==> src/rtl/row_buffer_scheduler_pkg.sv <==
// rtl/row_buffer_scheduler_pkg.sv - shared command codes, scheduler states and counter width
// Also imported by the memory-side controller so both ends agree on cmd_data encoding.
package row_buffer_scheduler_pkg;

  localparam int CNT_W = 11;

  typedef enum logic [1:0] {
    CMD_NOP         = 2'd0,
    CMD_FRAME_START = 2'd1,
    CMD_ROW_READY   = 2'd2,
    CMD_FRAME_END   = 2'd3
  } cmd_e;

  typedef enum logic [2:0] {
    ST_IDLE             = 3'd0,
    ST_SEND_FRAME_START = 3'd1,
    ST_FILL_ROW         = 3'd2,
    ST_SEND_ROW         = 3'd3,
    ST_WAIT_BUF         = 3'd4,
    ST_SEND_FRAME_END   = 3'd5
  } state_e;

endpackage

==> src/rtl/row_buffer_tracker.sv <==
// rtl/row_buffer_tracker.sv - ping-pong ownership of row buffers A/B
// Tracks which buffer is being written, which the memory side reads next, and which hold a full row.
module row_buffer_tracker (
  input  logic clk_cam,
  input  logic reset_n,
  input  logic row_done_i,
  input  logic wr_toggle_i,
  input  logic buf_release_i,
  output logic wr_buf_o,
  output logic rd_buf_sel_o,
  output logic wr_buf_full_o,
  output logic next_buf_full_o,
  output logic release_err_o
);

  logic [1:0] full_q, full_d;
  logic       wr_buf_q, wr_buf_d;
  logic       rd_sel_q, rd_sel_d;
  logic       release_ok;

  assign release_ok = buf_release_i & full_q[rd_sel_q];

  // Release is applied before the row-done set so a coincident completion is never lost.
  always_comb begin
    full_d = full_q;
    if (release_ok) full_d[rd_sel_q] = 1'b0;
    if (row_done_i) full_d[wr_buf_q] = 1'b1;
    rd_sel_d = rd_sel_q ^ release_ok;
    wr_buf_d = wr_buf_q ^ wr_toggle_i;
  end

  always_ff @(posedge clk_cam or negedge reset_n) begin
    if (!reset_n) begin
      full_q   <= 2'b00;
      wr_buf_q <= 1'b0;
      rd_sel_q <= 1'b0;
    end else begin
      full_q   <= full_d;
      wr_buf_q <= wr_buf_d;
      rd_sel_q <= rd_sel_d;
    end
  end

  assign wr_buf_o        = wr_buf_q;
  assign rd_buf_sel_o    = rd_sel_q;
  assign wr_buf_full_o   = full_q[wr_buf_q];
  assign next_buf_full_o = full_q[~wr_buf_q];
  assign release_err_o   = buf_release_i & ~full_q[rd_sel_q];

endmodule

==> src/rtl/row_buffer_scheduler.sv <==
// rtl/row_buffer_scheduler.sv - packs camera pixels into ping-pong row buffers and sequences memory commands
// Pixels are paired into 32-bit words; each completed row is announced with ROW_READY.
module row_buffer_scheduler
  import row_buffer_scheduler_pkg::*;
#(
  parameter int FRAME_WIDTH  = 640,
  parameter int FRAME_HEIGHT = 480
) (
  input  logic        clk_cam,
  input  logic        reset_n,
  input  logic        frame_start,
  input  logic        pix_valid,
  input  logic [15:0] pix_data,
  output logic        pix_ready,
  output logic        wr_en_a,
  output logic        wr_en_b,
  output logic [9:0]  wr_addr,
  output logic [31:0] wr_data,
  output logic [1:0]  cmd_data,
  output logic        cmd_valid,
  input  logic        cmd_ready,
  output logic        rd_buf_sel,
  input  logic        buf_release,
  output logic        frame_done,
  output logic        busy,
  output logic        err
);

  localparam logic [CNT_W-1:0] LAST_COL = CNT_W'(FRAME_WIDTH - 1);
  localparam logic [CNT_W-1:0] ROWS     = CNT_W'(FRAME_HEIGHT);

  state_e           state_q, state_d;
  logic [CNT_W-1:0] col_q, col_d, row_q, row_d;
  logic [31:0]      wr_data_q, wr_data_d;
  logic [9:0]       wr_addr_q, wr_addr_d;
  logic             wr_en_a_q, wr_en_a_d, wr_en_b_q, wr_en_b_d;
  logic             err_q, err_d;

  logic wr_buf, wr_buf_full, next_buf_full, release_err;
  logic accept, last_pix, wr_toggle;

  assign accept    = pix_valid & pix_ready;
  assign last_pix  = accept & (col_q == LAST_COL);
  assign wr_toggle = (state_q == ST_SEND_ROW) & cmd_ready;

  row_buffer_tracker u_tracker (
    .clk_cam        (clk_cam),
    .reset_n        (reset_n),
    .row_done_i     (last_pix),
    .wr_toggle_i    (wr_toggle),
    .buf_release_i  (buf_release),
    .wr_buf_o       (wr_buf),
    .rd_buf_sel_o   (rd_buf_sel),
    .wr_buf_full_o  (wr_buf_full),
    .next_buf_full_o(next_buf_full),
    .release_err_o  (release_err)
  );

  always_ff @(posedge clk_cam or negedge reset_n) begin
    if (!reset_n) state_q <= ST_IDLE;
    else          state_q <= state_d;
  end

  always_comb begin
    state_d = state_q;
    case (state_q)
      ST_IDLE:             if (frame_start) state_d = ST_SEND_FRAME_START;
      ST_SEND_FRAME_START: if (cmd_ready) state_d = wr_buf_full ? ST_WAIT_BUF : ST_FILL_ROW;
      ST_FILL_ROW:         if (last_pix) state_d = ST_SEND_ROW;
      ST_SEND_ROW: begin
        if (cmd_ready) begin
          if (row_q == ROWS)      state_d = ST_SEND_FRAME_END;
          else if (next_buf_full) state_d = ST_WAIT_BUF;
          else                    state_d = ST_FILL_ROW;
        end
      end
      ST_WAIT_BUF:         if (!wr_buf_full) state_d = ST_FILL_ROW;
      ST_SEND_FRAME_END:   if (cmd_ready) state_d = ST_IDLE;
      default:             state_d = ST_IDLE;
    endcase
  end

  always_comb begin
    pix_ready  = 1'b0;
    cmd_valid  = 1'b0;
    cmd_data   = CMD_NOP;
    frame_done = 1'b0;
    busy       = (state_q != ST_IDLE);
    case (state_q)
      ST_SEND_FRAME_START: begin
        cmd_valid = 1'b1;
        cmd_data  = CMD_FRAME_START;
      end
      ST_FILL_ROW: pix_ready = 1'b1;
      ST_SEND_ROW: begin
        cmd_valid = 1'b1;
        cmd_data  = CMD_ROW_READY;
      end
      ST_SEND_FRAME_END: begin
        cmd_valid  = 1'b1;
        cmd_data   = CMD_FRAME_END;
        frame_done = cmd_ready;
      end
      default: ;
    endcase
  end

  // Odd pixel completes a word; the write strobe goes out on the following cycle.
  always_comb begin
    col_d     = col_q;
    row_d     = row_q;
    wr_data_d = wr_data_q;
    wr_addr_d = wr_addr_q;
    wr_en_a_d = 1'b0;
    wr_en_b_d = 1'b0;
    err_d     = err_q | release_err | (frame_start & (state_q != ST_IDLE));
    if (state_q == ST_IDLE && frame_start) begin
      col_d = '0;
      row_d = '0;
    end
    if (accept) begin
      if (!col_q[0]) begin
        wr_data_d[15:0] = pix_data;
      end else begin
        wr_data_d[31:16] = pix_data;
        wr_addr_d        = col_q[10:1];
        wr_en_a_d        = ~wr_buf;
        wr_en_b_d        = wr_buf;
      end
      col_d = last_pix ? '0 : col_q + CNT_W'(1);
      if (last_pix) row_d = row_q + CNT_W'(1);
    end
  end

  always_ff @(posedge clk_cam or negedge reset_n) begin
    if (!reset_n) begin
      col_q     <= '0;
      row_q     <= '0;
      wr_data_q <= '0;
      wr_addr_q <= '0;
      wr_en_a_q <= 1'b0;
      wr_en_b_q <= 1'b0;
      err_q     <= 1'b0;
    end else begin
      col_q     <= col_d;
      row_q     <= row_d;
      wr_data_q <= wr_data_d;
      wr_addr_q <= wr_addr_d;
      wr_en_a_q <= wr_en_a_d;
      wr_en_b_q <= wr_en_b_d;
      err_q     <= err_d;
    end
  end

  assign wr_data = wr_data_q;
  assign wr_addr = wr_addr_q;
  assign wr_en_a = wr_en_a_q;
  assign wr_en_b = wr_en_b_q;
  assign err     = err_q;

endmodule

==> config.mk <==
export PLATFORM = sky130hd
export DESIGN_NAME = row_buffer_scheduler
export DESIGN_NICKNAME = d
export VERILOG_FILES = /design/src/rtl/row_buffer_scheduler_pkg.sv /design/src/rtl/row_buffer_tracker.sv /design/src/rtl/row_buffer_scheduler.sv
export SDC_FILE = /design/constraint.sdc
export NUM_CORES = 1
export LEC_CHECK = 0
export ABC_AREA = 1
export BUFFER_PORTS_ARGS = -buffer_cell sky130_fd_sc_hd__buf_2
export CORE_MARGIN = 4
export CORE_UTILIZATION = 58
export CTS_BUF_LIST = sky130_fd_sc_hd__clkbuf_4
export DETAILED_ROUTE_END_ITERATION = 6
export GPL_ROUTABILITY_DRIVEN = 0
export HOLD_SLACK_MARGIN = 0.12
export PLACE_DENSITY_LB_ADDON = 0.25
export REMOVE_ABC_BUFFERS = 1
export SYNTH_ARGS = -nofsm -noshare
export SYNTH_HDL_FRONTEND = slang
export SYNTH_HIERARCHICAL = 1
export SYNTH_SLANG_ARGS = --single-unit
==> constraint.sdc <==
create_clock -name clk_cam -period 4.7 [get_ports clk_cam]
set_input_delay 0.47 -clock clk_cam [delete_from_list [all_inputs] [get_ports clk_cam]]
set_output_delay 0.47 -clock clk_cam [all_outputs]
set_load 0.05 [all_outputs]
==> run summary, run 1 <==
Fraction of layout cells with a size suffix above 1 - 0.240
Tightest Pin Transition - 0.800 ns
FMAX - 457 MHz
Sequential power share - 0.348
Hold Slack - 0.123 ns
CP Capture Type - primary output
First-pass GRT wire length - 12,900 um
Tot GR Track Use - 0.220
Largest net degree at the start of global routing - 54
Min Tclk post-route - 2.19 ns
Total grt overflow - 0
Synthesized area - 3470 um2
Synth top area cells - dfrtp_1 53%, nand2_1 13%, o21ai_0 5.9%
Crit path max fanout - 6
Synth-to-Final Area Change - 16.9%
Synth warn - 6
Residual DRC - 0
ANT nets after route - 0
Filler Cells Inserted - 429
Initial Util - 0.616
Dpl ws - 2.57 ns
Critical Path Source - state_q[2]
Pwr Density - 656 nW/um2
R2R cell count - 7
Worst vdd ir - 0.000389 V
# port buffers - 73
Max-Cap Viols - 0
RSZ-0062 raised after global routing - no
Top-count cell post-synth - nand2_1
Post-synth top area share - 0.533
Outcome - finished clean
Worst min path class - primary input to async pin
Post-Route WL - 7380 um
Vias per cell - 5.24
CP Class - flop to primary output
Row count - 27
Setup Viol. Count Final - 0
Fin. max-slew vios - 0
Final setup margin - 2.51 ns
CTS Sinks - 74
Synthesized instance count - 413
Initial DRC Count - 199
Critical Path Start Type - flop
Crit path required time - 4.23 ns
Worst-Skew Late Latency - 0.41 ns
Worst endpoint data arrival time - 1.72 ns
Synth cell count leaders - 119 x nand2_1, 74 x dfrtp_1, 51 x inv_1
H-tree depth - 3
Switching Fraction - 0.490
Resized cells post-CTS - 0
Core ar. - 5640 um2
Root buffer cell - clkbuf_4
Sequential area share after synthesis - 0.533
Yosys top cell by area - dfrtp_1
Vias in the first global route - 2,895
CTS hold repair buffers - 0
Avg WL per Cell - 13.1 um
Post-CTS Setup Inserts - 0
Pre-antenna DRT Iters - 6
Main synth FF type - dfrtp_1
Endpoints failing hold - 0
Inserted Diodes - 0
Gate power share - 0.464
R2r endpoint - row_q[5]
Clock power frac - 0.188
TNS Setup - 0 ns
P_int - 1.36 mW
Initial antenna violation count - 0
Die Width - 85.4 um
Leakage power - 2.16 nW
Vias - 2,957
Asr flop ratio synth - 1.00
Die area - 7290 um2
Worst-path clk slew - 0.13 ns
Worst R2R Start - col_q[0]
Skew final - 0.0193 ns
Relative slew margins - 0.467
Reg2reg setup slack - 2.62 ns
IO Pins - 74
Yosys cell types - 26
Final period util - 0.465
Sw power - 1.31 mW
TritonCTS clock tree - yes
Yosys reg bits - 74
Chip height - 85.4 um
Mean post-synth cell area - 8.41 um2
Number of synthesized flops with an enable pin - 0
Number of nets in the layout - 512
Clk buf depth - 2
Detailed-placement wirelength estimate - 5290 um
Cts bufs inserted - 9
## power groups by stage
stage | combinational [mW] | sequential (mW) | clock [mW]
after floorplan | 0.416 | 1.46 | 0
after global placement | 1.22 | 0.933 | 0
after detailed placement | 1.24 | 0.939 | 0
after CTS | 1.25 | 0.928 | 0.512
after global routing | 1.33 | 0.955 | 0.543
final | 1.24 | 0.928 | 0.500
## worst max-delay path: stages, from the launching register on
cell	delay (ns)
dfrtp_1	0.48
inv_1	0.15
nand2_1	0.09
nor2_1	0.18
inv_1	0.10
nand2_1	0.06
buf_2	0.25
## state kept, by name, indices dropped and copies added (netlist names)
signal and count:
state_q 3, u_tracker/rd_buf_sel_o 1, col_q 11, u_tracker/wr_buf_o 1, wr_data 32, wr_en_b 1, row_q 11, u_tracker/full_q 2
err 1, wr_addr 10, wr_en_a 1
## layer usage
metal  up-vias  GRT usage  wire length, um
met5         -          0                0
met4         0      0.112              107
met3        10     0.0408              521
met2        92      0.360             3570
met1      1388      0.279             3180
li1       1467          -                -
## metrics by stage
step	utilization	cell area (um2)	power [mW]	cells
after floorplan	-	3390	1.87	400
after global placement	0.686	3870	2.16	548
after detailed placement	0.686	3870	2.18	548
after CTS	0.720	4060	2.69	564
after global routing	0.720	4060	2.83	564
final	0.720	4060	2.66	564
## layout make-up
| cell class | count | area [um2] | share of cell area |
|---|---|---|---|
| Multi-Input combinational cell | 271 | 1340 | 0.329 |
| Tap cell | 72 | 90.1 | 0.0222 |
| Sequential cell | 74 | 1850 | 0.456 |
| Inverter | 55 | 206 | 0.0508 |
| Timing Repair Buffer | 76 | 388 | 0.0955 |
| Clock buffer | 10 | 75.1 | 0.0185 |
| Clock inverter | 6 | 115 | 0.0283 |
## logic make-up after synthesis
| group | share of synthesized area |
|---|---|
| XOR/XNOR | 0.0202 |
| flip-flops | 0.533 |
| AND/OR/NAND/NOR | 0.225 |
| AO/OA/AOI/OAI | 0.128 |
| buffers and inverters | 0.0825 |
| adder cells (fa/ha/maj) | 0.0108 |
## how the worst max path moves through the flow
stage | slack (ns) | end | depth (start not counted)
6_report | 2.51 | cmd_valid | 6
5_1_grt | 2.28 | row_q[5] | 7
3_5_place_dp | 2.57 | row_q[5] | 7
4_1_cts | 2.48 | cmd_valid | 6
3_3_place_gp | 2.68 | row_q[5] | 7
2_1_floorplan | 2.55 | frame_done | 5
## cells in the final DEF, fill, tap and decap left out, types with 2 or more instances in the layout
cell type,synthesis,routed
buf_4,0,3
o21ai_0,41,41
clkinv_4,0,2
nor2_1,22,22
o22ai_1,4,4
dfrtp_1,74,74
nand2_2,2,2
o211ai_1,3,3
a21oi_1,5,5
bufinv_16,0,3
ha_1,3,3
o21ai_2,16,16
nor3_1,7,7
buf_2,1,73
nand2_1,119,119
nand3_1,28,28
nor2_4,2,2
nand4_1,5,5
inv_2,4,4
inv_1,51,51
o21ai_1,2,2
clkbuf_4,0,10
xor2_1,7,7
Power figures use the tool's default switching activity.
==> inputs of run 2 (changes only) <==
--- a/config.mk
+++ b/config.mk
@@ -8,7 +8,7 @@
 export ABC_AREA = 1
 export BUFFER_PORTS_ARGS = -buffer_cell sky130_fd_sc_hd__buf_2
 export CORE_MARGIN = 4
-export CORE_UTILIZATION = 58
+export CORE_UTILIZATION = 56
 export CTS_BUF_LIST = sky130_fd_sc_hd__clkbuf_4
 export DETAILED_ROUTE_END_ITERATION = 6
 export GPL_ROUTABILITY_DRIVEN = 0
==> constraint.sdc (replaced) <==
create_clock -name clk_cam -period 2.3 [get_ports clk_cam]
set_input_delay 0.23 -clock clk_cam [delete_from_list [all_inputs] [get_ports clk_cam]]
set_output_delay 0.23 -clock clk_cam [all_outputs]
set_load 0.05 [all_outputs]
==> run summary, run 2 (same netlist as run 1, synthesis figures left out) <==
Placed insts - 554
Largest net degree at the start of global routing - 75
Row count - 28
Fraction of layout cells with a size suffix above 1 - 0.232
Detailed-placement wirelength estimate - 5260 um
Final non-filler cell area - 4200 um2
Vias in the first global route - 2,876
Total power - 5.12 mW
Final setup margin - 0.383 ns
Residual DRC - 0
IO Pins - 74
Clk buf depth - 2
Resized cells post-CTS - 0
Leakage power - 2.22 nW
Endpoints failing hold - 0
Hold path cells - 4
Post-route core utilization - 0.706
TritonCTS clock tree - yes
Initial DRC Count - 162
CTS Sinks - 74
# port buffers - 73
Vias per cell - 5.15
ANT nets after route - 0
Worst endpoint data arrival time - 1.69 ns
Cts bufs inserted - 9
Die Width - 86.8 um
Worst-path clk slew - 0.12 ns
Critical Path Start Type - flop
Commonest non-fill, non-tap cell in the layout - nand2_1
H-tree depth - 3
Total grt overflow - 0
Pre-antenna DRT Iters - 5
First-pass GRT wire length - 13,200 um
R2R cell count - 7
Worst vdd ir - 0.00100 V
Crit path required time - 2.07 ns
Number of nets in the layout - 534
Final period util - 0.834
Initial antenna violation count - 0
Initial Util - 0.583
Core ar. - 5960 um2
TNS Setup - 0 ns
Inserted Diodes - 0
Relative slew margins - 0.536
Skew final - 0.0133 ns
RSZ-0062 raised after global routing - no
CP Capture Type - primary output
Most frequent cells in the layout - 119 x nand2_1, 74 x dfrtp_1, 73 x buf_2
Avg WL per Cell - 13.1 um
CP Class - flop to primary output
Outcome - finished clean
Post-Route WL - 7680 um
Max-Cap Viols - 0
Max FFs per register - 32
Die area - 7530 um2
Worst-Skew Late Latency - 0.40 ns
Dpl ws - 0.471 ns
Root buffer cell - clkbuf_4
Chip height - 86.8 um
Synth-to-Final Area Change - 21.0%
FMAX - 522 MHz
Pwr Density - 1220 nW/um2
Worst min path class - primary input to flop
Crit path max fanout - 6
Min Tclk post-route - 1.92 ns
Setup Viol. Count Final - 0
Fin cells - 588
Tightest Pin Transition - 0.691 ns
Fin. max-slew vios - 0
Vias - 3,026
Tot GR Track Use - 0.221
Placed Area - 3910 um2
Hold Slack - 0.168 ns
-- run 2: cell count changes in the layout (fill, tap and decap cells not counted) --
cell and delta:
dlygate4sd3_1 +19, bufinv_16 -3, clkinv_2 +3, buf_4 +2, buf_12 +1, clkbuf_4 -1, clkinv_1 +1, clkinv_4 -1
-- run 2: final cells by class --
class / count / area, um2
flip-flops and latches: 74 / 1850
clock buffers: 9 / 67.6
repair buffers: 98 / 613
well taps: 75 / 93.8
multi-input cells: 271 / 1340
inverters: 55 / 206
clock inverters: 6 / 35.0
fillers: 486 / 1750
-- run 2: metal layers --
| layer | track usage | wire (um) | vias to the layer above |
|---|---|---|---|
| li1 | - | - | 1507 |
| met1 | 0.291 | 3370 | 1429 |
| met2 | 0.371 | 3760 | 81 |
| met3 | 0.0352 | 464 | 9 |
| met4 | 0.0793 | 84 | 0 |
| met5 | 0 | 0 | - |
-- run 2: what timing repair did --
item                                    CTS  global route
setup buffers                             0             0
endpoints found under the hold margin   105             0
endpoints found under the setup margin    0             0
hold buffers                             19             0
-- run 2: critical path, stage by stage, from the launching register on --
cell and delay, ns:
dfrtp_1 0.48, inv_1 0.15, nand2_1 0.08, nor2_1 0.17
inv_1 0.09, nand2_1 0.06, buf_2 0.25
-- run 2: path summary, 6_finish.rpt --
kind	end	from	slack [ns]
max	cmd_data[1]	state_q[2]	0.38
min	state_q[0]	cmd_ready	0.17
max reg2reg	row_q[5]	col_q[0]	0.46
min reg2reg	err	err	0.47
max in group asynchronous	col_q[6]	reset_n	1.63
min in group asynchronous	wr_data[18]	reset_n	0.37
-- run 2: where the power goes --
part	switching [mW]	internal, mW
Clock	0.437	0.209
Combinational	1.98	0.586
Sequential	0.255	1.65
Total	2.67	2.45
